File: config.mk
export PLATFORM = sky130hd
export DESIGN_NAME = fetch_unit
export DESIGN_NICKNAME = d
export VERILOG_FILES = /design/src/rtl/fetch_pkg.sv /design/src/rtl/fetch_hold_buf.sv /design/src/rtl/fetch_unit.sv
export SDC_FILE = /design/constraint.sdc
export NUM_CORES = 1
export LEC_CHECK = 0
export ABC_CLOCK_PERIOD_IN_PS = 3700
export CELL_PAD_IN_SITES_DETAIL_PLACEMENT = 1
export CELL_PAD_IN_SITES_GLOBAL_PLACEMENT = 2
export CORE_ASPECT_RATIO = 0.8
export CORE_MARGIN = 10
export CORE_UTILIZATION = 27
export DETAILED_ROUTE_END_ITERATION = 10
export PLACE_DENSITY = 0.83
export SLEW_MARGIN = 20
export SYNTH_ARGS = -nofsm -noshare
export SYNTH_HDL_FRONTEND = slang
export SYNTH_SLANG_ARGS = --single-unit
File: constraint.sdc
create_clock -name clk -period 3.7 [get_ports clk]
set_input_delay 0.37 -clock clk [delete_from_list [all_inputs] [get_ports clk]]
set_output_delay 0.37 -clock clk [all_outputs]
set_load 0.05 [all_outputs]
File: src/rtl/fetch_pkg.sv
// Shared types and defaults for the instruction fetch stage.
// Holds the FSM state encoding plus the NOP and reset-PC defaults.
package fetch_pkg;

    typedef enum logic [1:0] {
        FETCH   = 2'd0,
        HOLD    = 2'd1,
        DISCARD = 2'd2
    } fetch_state_e;

    localparam logic [31:0] FETCH_NOP      = 32'h0000_0013;
    localparam logic [31:0] FETCH_RESET_PC = 32'h0000_0000;

endpackage

File: src/rtl/fetch_hold_buf.sv
// Hold buffer for the fetch stage: a load-enable instruction register.
// It keeps an acked word alive while decode is stalled.
module fetch_hold_buf
    import fetch_pkg::*;
#(
    parameter logic [31:0] RST_VAL = FETCH_NOP
) (
    input  logic        clk,
    input  logic        rst,
    input  logic        en,
    input  logic [31:0] d,
    output logic [31:0] q
);

    logic [31:0] data_q;
    logic [31:0] data_d;

    // Next value: load on enable, otherwise keep
    always_comb begin
        data_d = data_q;
        if (en) begin
            data_d = d;
        end
    end

    // Storage register, cleared to the NOP word on reset
    always_ff @(posedge clk or posedge rst) begin
        if (rst) begin
            data_q <= RST_VAL;
        end else begin
            data_q <= data_d;
        end
    end

    assign q = data_q;

endmodule

File: src/rtl/fetch_unit.sv
// Instruction fetch stage with a valid/ack memory port, stall hold
// buffer and redirect handling that drops in-flight responses.
module fetch_unit
    import fetch_pkg::*;
#(
    parameter logic [31:0] RESET_PC  = FETCH_RESET_PC,
    parameter logic [31:0] NOP_INSTR = FETCH_NOP
) (
    input  logic        clk,
    input  logic        rst,
    input  logic        Stall,
    input  logic        Flush,
    input  logic [31:0] PCTargetE,
    output logic        imem_req,
    output logic [31:0] imem_addr,
    input  logic        imem_ack,
    input  logic [31:0] imem_rdata,
    output logic [31:0] InstrF,
    output logic [31:0] PCF,
    output logic [31:0] PCPlus4F,
    output logic        ValidF
);

    fetch_state_e state_q;
    fetch_state_e state_d;
    logic [31:0]  pc_q;
    logic [31:0]  pc_d;
    logic [31:0]  req_addr_q;
    logic [31:0]  req_addr_d;
    logic [31:0]  pc_plus4;
    logic         hold_en;
    logic [31:0]  hold_instr;

    assign pc_plus4 = pc_q + 32'd4;

    fetch_hold_buf #(
        .RST_VAL(NOP_INSTR)
    ) u_hold_buf (
        .clk(clk),
        .rst(rst),
        .en (hold_en),
        .d  (imem_rdata),
        .q  (hold_instr)
    );

    // Next-state, PC/request address update and stage outputs
    always_comb begin
        state_d    = state_q;
        pc_d       = pc_q;
        req_addr_d = req_addr_q;
        hold_en    = 1'b0;
        imem_req   = 1'b1;
        ValidF     = 1'b0;
        InstrF     = NOP_INSTR;
        unique case (state_q)
            FETCH: begin
                if (Flush) begin
                    // Redirect wins; any response this cycle is stale
                    pc_d = PCTargetE;
                    if (imem_ack) begin
                        req_addr_d = PCTargetE;
                    end else begin
                        state_d = DISCARD;
                    end
                end else if (imem_ack) begin
                    ValidF = 1'b1;
                    InstrF = imem_rdata;
                    if (Stall) begin
                        hold_en = 1'b1;
                        state_d = HOLD;
                    end else begin
                        pc_d       = pc_plus4;
                        req_addr_d = pc_plus4;
                    end
                end
            end
            HOLD: begin
                imem_req = 1'b0;
                ValidF   = 1'b1;
                InstrF   = hold_instr;
                if (Flush) begin
                    pc_d       = PCTargetE;
                    req_addr_d = PCTargetE;
                    state_d    = FETCH;
                end else if (!Stall) begin
                    pc_d       = pc_plus4;
                    req_addr_d = pc_plus4;
                    state_d    = FETCH;
                end
            end
            DISCARD: begin
                // Keep the old request up until memory acks it
                if (Flush) begin
                    pc_d = PCTargetE;
                end
                if (imem_ack) begin
                    req_addr_d = pc_d;
                    state_d    = FETCH;
                end
            end
            default: begin
                state_d = FETCH;
            end
        endcase
    end

    // State, PC and request address registers
    always_ff @(posedge clk or posedge rst) begin
        if (rst) begin
            state_q    <= FETCH;
            pc_q       <= RESET_PC;
            req_addr_q <= RESET_PC;
        end else begin
            state_q    <= state_d;
            pc_q       <= pc_d;
            req_addr_q <= req_addr_d;
        end
    end

    assign imem_addr = req_addr_q;
    assign PCF       = pc_q;
    assign PCPlus4F  = pc_plus4;

endmodule

* After elaboration in Yosys (flattened, before gate mapping) *
Cells that the tools add are included.

storage, ports and cells
  flip-flop bits (word level) = 98
  input bits = 69
  output and inout bits = 130
  word-level logic and storage cells = 50

cells by class
  $add $sub $neg = 1
  equality and inequality tests = 8
  multiplexer cells = 32
  reduce and logical (&&, ||, !) cells = 5

operators by type and width
  cell                     number
  $mux W32                 13
  $pmux W32 S3             2
  $pmux W32 S2             1
  $add A32 B3 Y32 const B  1
  $mux W2                  7
  $ne A3 B3 Y1 const B     4
  $mux W1                  7
  $pmux W2 S3              1
  $reduce_and A5 Y1        1
  $ne A2 B2 Y1 const B     2
  $reduce_and A3 Y1        1
  $reduce_bool A3 Y1       1
  $eq A2 B1 Y1 const B     1
  $eq A2 B2 Y1 const B     1
  $logic_not A2 Y1         1
  $pmux W1 S2              1
  $reduce_and A2 Y1        1

* Depth between registers and ports, before layout *
Gate-level depths: netlist of the first run.

  word-level depth = 5
  mapped depth = 8
  gate-level depth less buffers = 6

* Hierarchy *
Synthesis of the first run repeated with hierarchy kept, for this count alone.

unflattened totals
  cell total of the unflattened synthesis = 670
  area total of the unflattened synthesis = 6261.0 um^2

modules (own cells, without submodules)
  module          instances  cells an instance  area each (um^2)  sequential area each (um^2)
  fetch_unit      1          601                4908.5            1651.6
  fetch_hold_buf  1          69                 1352.5            804.5

* Least setup slack after synthesis of the first run *
No wires, ideal clock.

  kind = register to output
  start = register pc_q[2], in the netlist PCF[2]
  end = output port PCPlus4F[22]
  data arrival time = 2736 ps
  data required time = 3330 ps
  slack = 594 ps
  cell stages (with the launch flop) = 8
  buffers on the path = 1
  cell sequence = dfrtp_1 ha_1 and4_1 clkbuf_1 nand3_1 nor2_1 nand2_1 xnor2_1

on the way
  word-level cells in the longest chain between the ends = 1

ends and longest elaborated chain
  item                    line               text
  start, declared         fetch_unit.sv:26   logic [31:0] pc_q;
  start signal, assigned  fetch_unit.sv:115  pc_q <= pc_d;
  $add A32 B3 Y32         fetch_unit.sv:34   assign pc_plus4 = pc_q + 32'd4;
  end, declared           fetch_unit.sv:20   output logic [31:0] PCPlus4F,

No other way between the ends.

* Worst setup path after layout of the first run *
  start = register pc_q[7], in the netlist PCF[7]
  end = output port PCPlus4F[25]

The elaborated chain is that of the path after synthesis.

==> results.tsv, run 1 <==
metric	value	unit
cell breakdown of the critical path	and3_1, nand4_1, o31a_1, or2_2, clkdlybuf4s50_1	
first-pass GRT wire length	37000	um
Die Area	28700	um2
Syn Nets	717	
WP buf/inv	1	
Worst EP arrival	3.21	ns
# setup viols final	0	
clock sink count	98	
reg-to-reg slack, setup	1.11	ns
placed cell areas	8250	um2
site row count	48	
top_reg_cell synth	dfrtp_1	
Max H-tree Level	3	
critical path class	reg -> out	
initial antenna violation count	0	
met1 usage	0.216	
CTS Hold Bufs	0	
Leakage	3.36	nW
RSZ-0062 raised after global routing	no	
async set-reset flop share out of synthesis	1.00	
via count	5700	
wire per inst	21.2	um
grt met3 use	0.0443	
Post-synth EDFFs	0	
Switching Fraction	0.431	
share of cells above drive strength 1	0.121	
RR Startpoint	PCF[2]	
GRT Util Overall	0.161	
Core Util, Final	0.396	
Tmin final	3.58	ns
Detailed Route WL	23700	um
most common cell after layout, fill and taps aside	clkdlybuf4s50_1	
WP data required	3.33	ns
First DRT Iteration DRCs	386	
Max Slew Vio Count	0	
Worst Skew	0.0123	ns
CTS Buf Count	9	
NetSw	0.00197	W
Yosys warning total	0	
CP Capture Type	output pin	
GRT busiest layer	met2	
Hold Path Cell Cnt	3	
Multi-input gate area	3280	um2
hold_sp	Flush	
Filler cells	2513	
sequential power share	0.333	
DRC violation count after routing	0	
# port buffers	198	
Antenna diodes	0	
Synth Cell Area	6020	um2
Clock power frac	0.235	
Via-to-Cell Ratio	5.09	
Distinct cells, synth	66	
Synth Instances	647	
worst slew pin tran	0.798	ns
reg2reg path depth	6	
CORE AREA	21700	um2
largest net degree at the start of global routing	76	
first drt pass iteration count	4	
Max Clock Freq	0.280	GHz
status	complete, no violations	
delay-heaviest family, CP	simple AND/OR/NAND/NOR gates	
crit share post-route	0.967	
Avg Inst Size Synth	9.30	um2
Hold Path Class	in -> reg	
crit-path max FO	11	
Final #Nets	884	
worst skew pair latency	0.36	ns
total negative slack	0	ns
final hold vios	0	
num ports	199	
headroom to the max-slew limit	0.468	
Reg-to-Reg End	imem_addr[26]	
hpwl dp	17400	um
Max Cap Viol	0	
Hold Path End	PCF[31]	
CTS Buffer Depth	2	
Power Internal	0.00260	W
post-detailed-route count of antenna-violating nets	0	
Root Driver	clkbuf_16	
FF/Latch Area	2460	um2
Final Cell Area	8610	um2
CP max-delay cell	clkdlybuf4s50_1	
grt ovf	0	
chip height	154	um
post-synthesis sequential area ratio	0.408	
Clk pin slew, worst setup/hold paths	0.07	ns
most frequent cells in the layout	clkdlybuf4s50_1, dfrtp_1, nand2_1	
crit-path max cell delay	0.76	ns
Die Wd	187	um
GPL Wtd Cong	0.811	
Combinational Power Share	0.432	
CTS tree	done	
Seq cells post-synth	98	
VDD IR-drop max	0.000258	V
PD cells	532	nW/um2
routing usage on met2	0.256	
starting density of the core	0.277	
CP Launch Type	flip-flop	
Area Overhead vs Synth	43.1	%
vias in the first global route	5907	
area by class of cell:
type | instances | share of cell area
timing repair buffer | 216 | 0.247
sequential | 98 | 0.285
clock inverter | 6 | 0.0105
tap | 300 | 0.0436
multi-input combinational | 480 | 0.381
clock buffer | 10 | 0.0278
inverter | 9 | 0.00421
sequential cells by signal, indices dropped and copies added (netlist names):
register      flops
PCF              32
imem_addr        32
u_hold_buf.q     32
state_q           2
power by group through the flow:
stage               registers, W  logic [W]  clock network, W
finish                   0.00152    0.00198           0.00108
global placement         0.00153    0.00199                 0
CTS                      0.00152    0.00201           0.00111
detailed placement       0.00154    0.00200                 0
global route             0.00157    0.00210           0.00115
floorplan                0.00190   0.000918                 0
through the flow:
step	instances	hold slack (ns)	power, W	setup WS (ns)
after floorplan	647	0.441	0.00282	0.594
after global placement	1101	0.463	0.00352	0.493
after detailed placement	1101	0.471	0.00354	0.446
after CTS	1117	0.385	0.00464	0.0457
after global routing	1119	0.421	0.00482	0.0254
final	1119	0.397	0.00458	0.124
worst max-delay path by stage:
stage,cells past startpoint,slack [ns],from,endpoint
final,5,0.12,PCF[7],PCPlus4F[25]
after global routing,5,0.03,PCF[7],PCPlus4F[25]
after CTS,6,0.05,PCF[2],PCPlus4F[24]
after detailed placement,6,0.45,PCF[2],PCPlus4F[24]
after global placement,6,0.49,PCF[2],PCPlus4F[24]
after floorplan,7,0.59,PCF[2],PCPlus4F[22]
per-layer routing:
layer  routed length, um  up-vias
met2               11100      138
met5                   0        -
met1               11000     2839
met3                1490        8
li1                    -     2715
met4                 153        0
logic make-up after synthesis:
logic type,share of synthesized area
compound gates,0.186
simple gates,0.210
fa+ha+maj,0.00208
flops,0.408
buf+inv,0.0497
mux,0.0819
xor+xnor,0.0611
worst reg2reg max path, delay by kind of cell, from the launching register on:
family | cells | cell delay, ns
fa+ha+maj | 1 | 0.30
flops | 1 | 0.46
simple gates | 5 | 1.75
cell usage after synthesis (4+ instances only):
cell type / number / area [um2]
nand2b_1: 5 / 31.3
clkbuf_1: 34 / 128
and3_1: 9 / 56.3
and2_1: 4 / 25.0
nor2_1: 36 / 135
or4_1: 7 / 52.6
xnor2_1: 28 / 245
a22oi_1: 4 / 30.0
nor3_1: 15 / 75.1
a22o_1: 34 / 298
inv_1: 8 / 30.0
a31oi_1: 5 / 31.3
o21ai_0: 37 / 185
o31a_1: 4 / 35.0
buf_1: 5 / 18.8
xor2_1: 14 / 123
mux2i_1: 11 / 110
o22a_1: 4 / 35.0
dfrtp_1: 95 / 2380
nor4_1: 8 / 50.1
nand2_1: 79 / 297
nand3_1: 29 / 145
buf_2: 17 / 85.1
mux2_2: 34 / 383
nand4_1: 14 / 87.6
o221ai_1: 6 / 52.6
o31ai_1: 13 / 97.6
nor2b_1: 5 / 31.3
a21oi_1: 22 / 110
what timing repair did:
item                                    4_1_cts  5_1_grt
endpoints found under the setup margin        0        8
buffers inserted                              0        2
gates resized for setup                       0        5
Note: power is estimated with default switching activity, not from simulation.
==> inputs of run 2 (changes only) <==
--- a/config.mk
+++ b/config.mk
@@ -6,13 +6,11 @@
 export NUM_CORES = 1
 export LEC_CHECK = 0
 export ABC_CLOCK_PERIOD_IN_PS = 3700
-export CELL_PAD_IN_SITES_DETAIL_PLACEMENT = 1
-export CELL_PAD_IN_SITES_GLOBAL_PLACEMENT = 2
 export CORE_ASPECT_RATIO = 0.8
 export CORE_MARGIN = 10
-export CORE_UTILIZATION = 27
+export CORE_UTILIZATION = 47
 export DETAILED_ROUTE_END_ITERATION = 10
-export PLACE_DENSITY = 0.83
+export PLACE_DENSITY = 0.85
 export SLEW_MARGIN = 20
 export SYNTH_ARGS = -nofsm -noshare
 export SYNTH_HDL_FRONTEND = slang
==> run 2 against run 1 <==
Combinational power hardly changed. Sequential share of layout area is 0.65 points higher. Via count up 5.0%. Design area is 2.2% lower. Register-to-register slack worse by 0.28 ns. Flip-flop and latch count unchanged. Critical path depth increased by 1. Fmax increased by 0.50%. Non-clock buffer count shrank 3. Global-route usage grew 7.1 points.
==> results.tsv, run 2 (same netlist as run 1, synthesis figures left out) <==
metric	value	unit	change
CORE AREA	12300	um2	-43%
Die Area	17800	um2	-38%
VDD IR-drop max	0.000397	V	+54%
Power, Total	0.00459	W	+0.14%
WP depth	6		+1
via count	5987		+5.0%
first drt pass iteration count	7		+3
total negative slack	0	ns	unchanged
CP max-delay cell	clkdlybuf4s50_1		
Multi-input gate area	3280	um2	about the same
Worst EP arrival	3.19	ns	-0.02 ns
Detailed Route WL	21500	um	-9.2%
reg2reg path depth	5		-1
grt ovf	0		unchanged
num ports	199		unchanged
crit-path max FO	8		-3
Max H-tree Level	3		unchanged
WP buf/inv	1		unchanged
headroom to the max-slew limit	0.317		-0.151
status	complete, no violations		
Worst Skew	0.00724	ns	-0.00506 ns
Area Overhead vs Synth	39.9	%	
critical path class	reg -> out		
RSZ-0062 raised after global routing	no		
GPL Wtd Cong	0.928		+14%
CP Launch Point	PCF[2]		
starting density of the core	0.487		+0.211
CP Capture Type	output pin		
Root Driver	clkbuf_16		
Hold Path Cell Cnt	2		-1
FF/Latch Area	2460	um2	unchanged
PD cells	545	nW/um2	+2.4%
largest net degree at the start of global routing	85		+12%
hold_sp	imem_addr[1]		
CTS tree	done		
post-detailed-route count of antenna-violating nets	0		unchanged
DP Cell Count	971		-12%
# port buffers	198		unchanged
delay-heaviest family, CP	simple AND/OR/NAND/NOR gates		
Clk pin slew, worst setup/hold paths	0.07	ns	about the same
CTS Buffer Depth	2		unchanged
worst skew pair latency	0.35	ns	about the same
chip height	121	um	-21%
WP data required	3.33	ns	about the same
final hold vios	0		unchanged
CP Launch Type	flip-flop		
# setup viols final	0		unchanged
vias in the first global route	6040		+2.3%
Via-to-Cell Ratio	6.07		+19%
first-pass GRT wire length	33700	um	-9.0%
Filler cells	991		-61%
Max Slew Vio Count	0		unchanged
share of cells above drive strength 1	0.113		-0.00813
crit share post-route	0.962		-0.00485
Final #Nets	881		-0.34%
Max Cap Viol	0		unchanged
CTS Hold Bufs	0		unchanged
most frequent cells in the layout	clkdlybuf4s50_1, dfrtp_1, nand2_1		
DRC violation count after routing	0		unchanged
First DRT Iteration DRCs	618		+60%
CTS Buf Count	9		unchanged
clock sink count	98		unchanged
worst slew pin tran	1.02	ns	+0.226 ns
most common cell after layout, fill and taps aside	clkdlybuf4s50_1		
Tmin final	3.56	ns	-0.0179 ns
final non-filler cell total	987		-12%
RR Startpoint	state_q[0]		
wire per inst	21.8	um	+2.9%
site row count	36		-25%
Antenna diodes	0		unchanged
hpwl dp	15600	um	-10%
initial antenna violation count	0		unchanged
cell breakdown of the critical path	ha_1, and4_1, nand3_1, nor2_1, xor2_1, clkdlybuf4s50_1		
Max Clock Freq	0.281	GHz	+0.50%
Hold Path Class	reg -> reg		
Leakage	3.33	nW	-0.94%
crit-path max cell delay	0.82	ns	+0.06 ns
GRT Util Overall	0.232		+0.0711
Die Wd	146	um	-22%
-- run 2: cell types whose count changed in the layout (fill, tap and decap cells not counted), moves of 2 or more --
cell,before,now
clkinv_4,2,0
buf_4,19,16
clkbuf_1,0,4
clkdlybuf4s50_1,191,193
-- run 2: area by class of cell --
cell class                 instances  area share
tap                              171      0.0254
inverter                           9     0.00461
multi-input combinational        480       0.390
sequential                        98       0.292
clock buffer                      13      0.0285
clock inverter                     3      0.0107
timing repair buffer             213       0.249
-- run 2: metrics by stage --
stage	util	instance area (um2)	worst slack (ns)	hold slack, ns
final	0.682	8420	0.142	0.482
after global routing	0.682	8420	0.0168	0.514
after CTS	0.681	8400	0.134	0.486
after detailed placement	0.654	8070	0.494	0.466
after global placement	0.654	8070	0.581	0.465
after floorplan	-	6020	0.594	0.441
-- run 2: where the power goes --
part / total (W) / internal (W) / switching, W
Sequential: 0.00154 / 0.00129 / 0.000243
Clock: 0.00107 / 0.000663 / 0.000411
Combinational: 0.00197 / 0.000697 / 0.00128
-- run 2: routing by layer --
metal,global-route usage,up-vias,share of wire
met5,0,-,0
met4,0.0668,0,0.017
met3,0.0660,41,0.097
met2,0.383,357,0.48
met1,0.293,2892,0.41
li1,-,2697,-
-- run 2: final timing paths --
| check | slack (ns) | end |
|---|---|---|
| max | 0.14 | PCPlus4F[18] |
| min | 0.48 | imem_addr[1] |
| max reg2reg | 0.83 | PCF[22] |
| min reg2reg | 0.48 | imem_addr[1] |
| max in group asynchronous | 2.53 | PCF[9] |
| min in group asynchronous | 0.53 | PCF[0] |
-- run 2: repair_timing --
| item | CTS | global route |
|---|---|---|
| setup buffers | 0 | 0 |
| resized for setup | 0 | 4 |
| setup endpoints to repair | 0 | 6 |
-- run 2: worst min-delay path, stage by stage (launching register included) --
cell and delay, ns:
dfrtp_1 0.34, nand2_1 0.05, o21ai_0 0.06
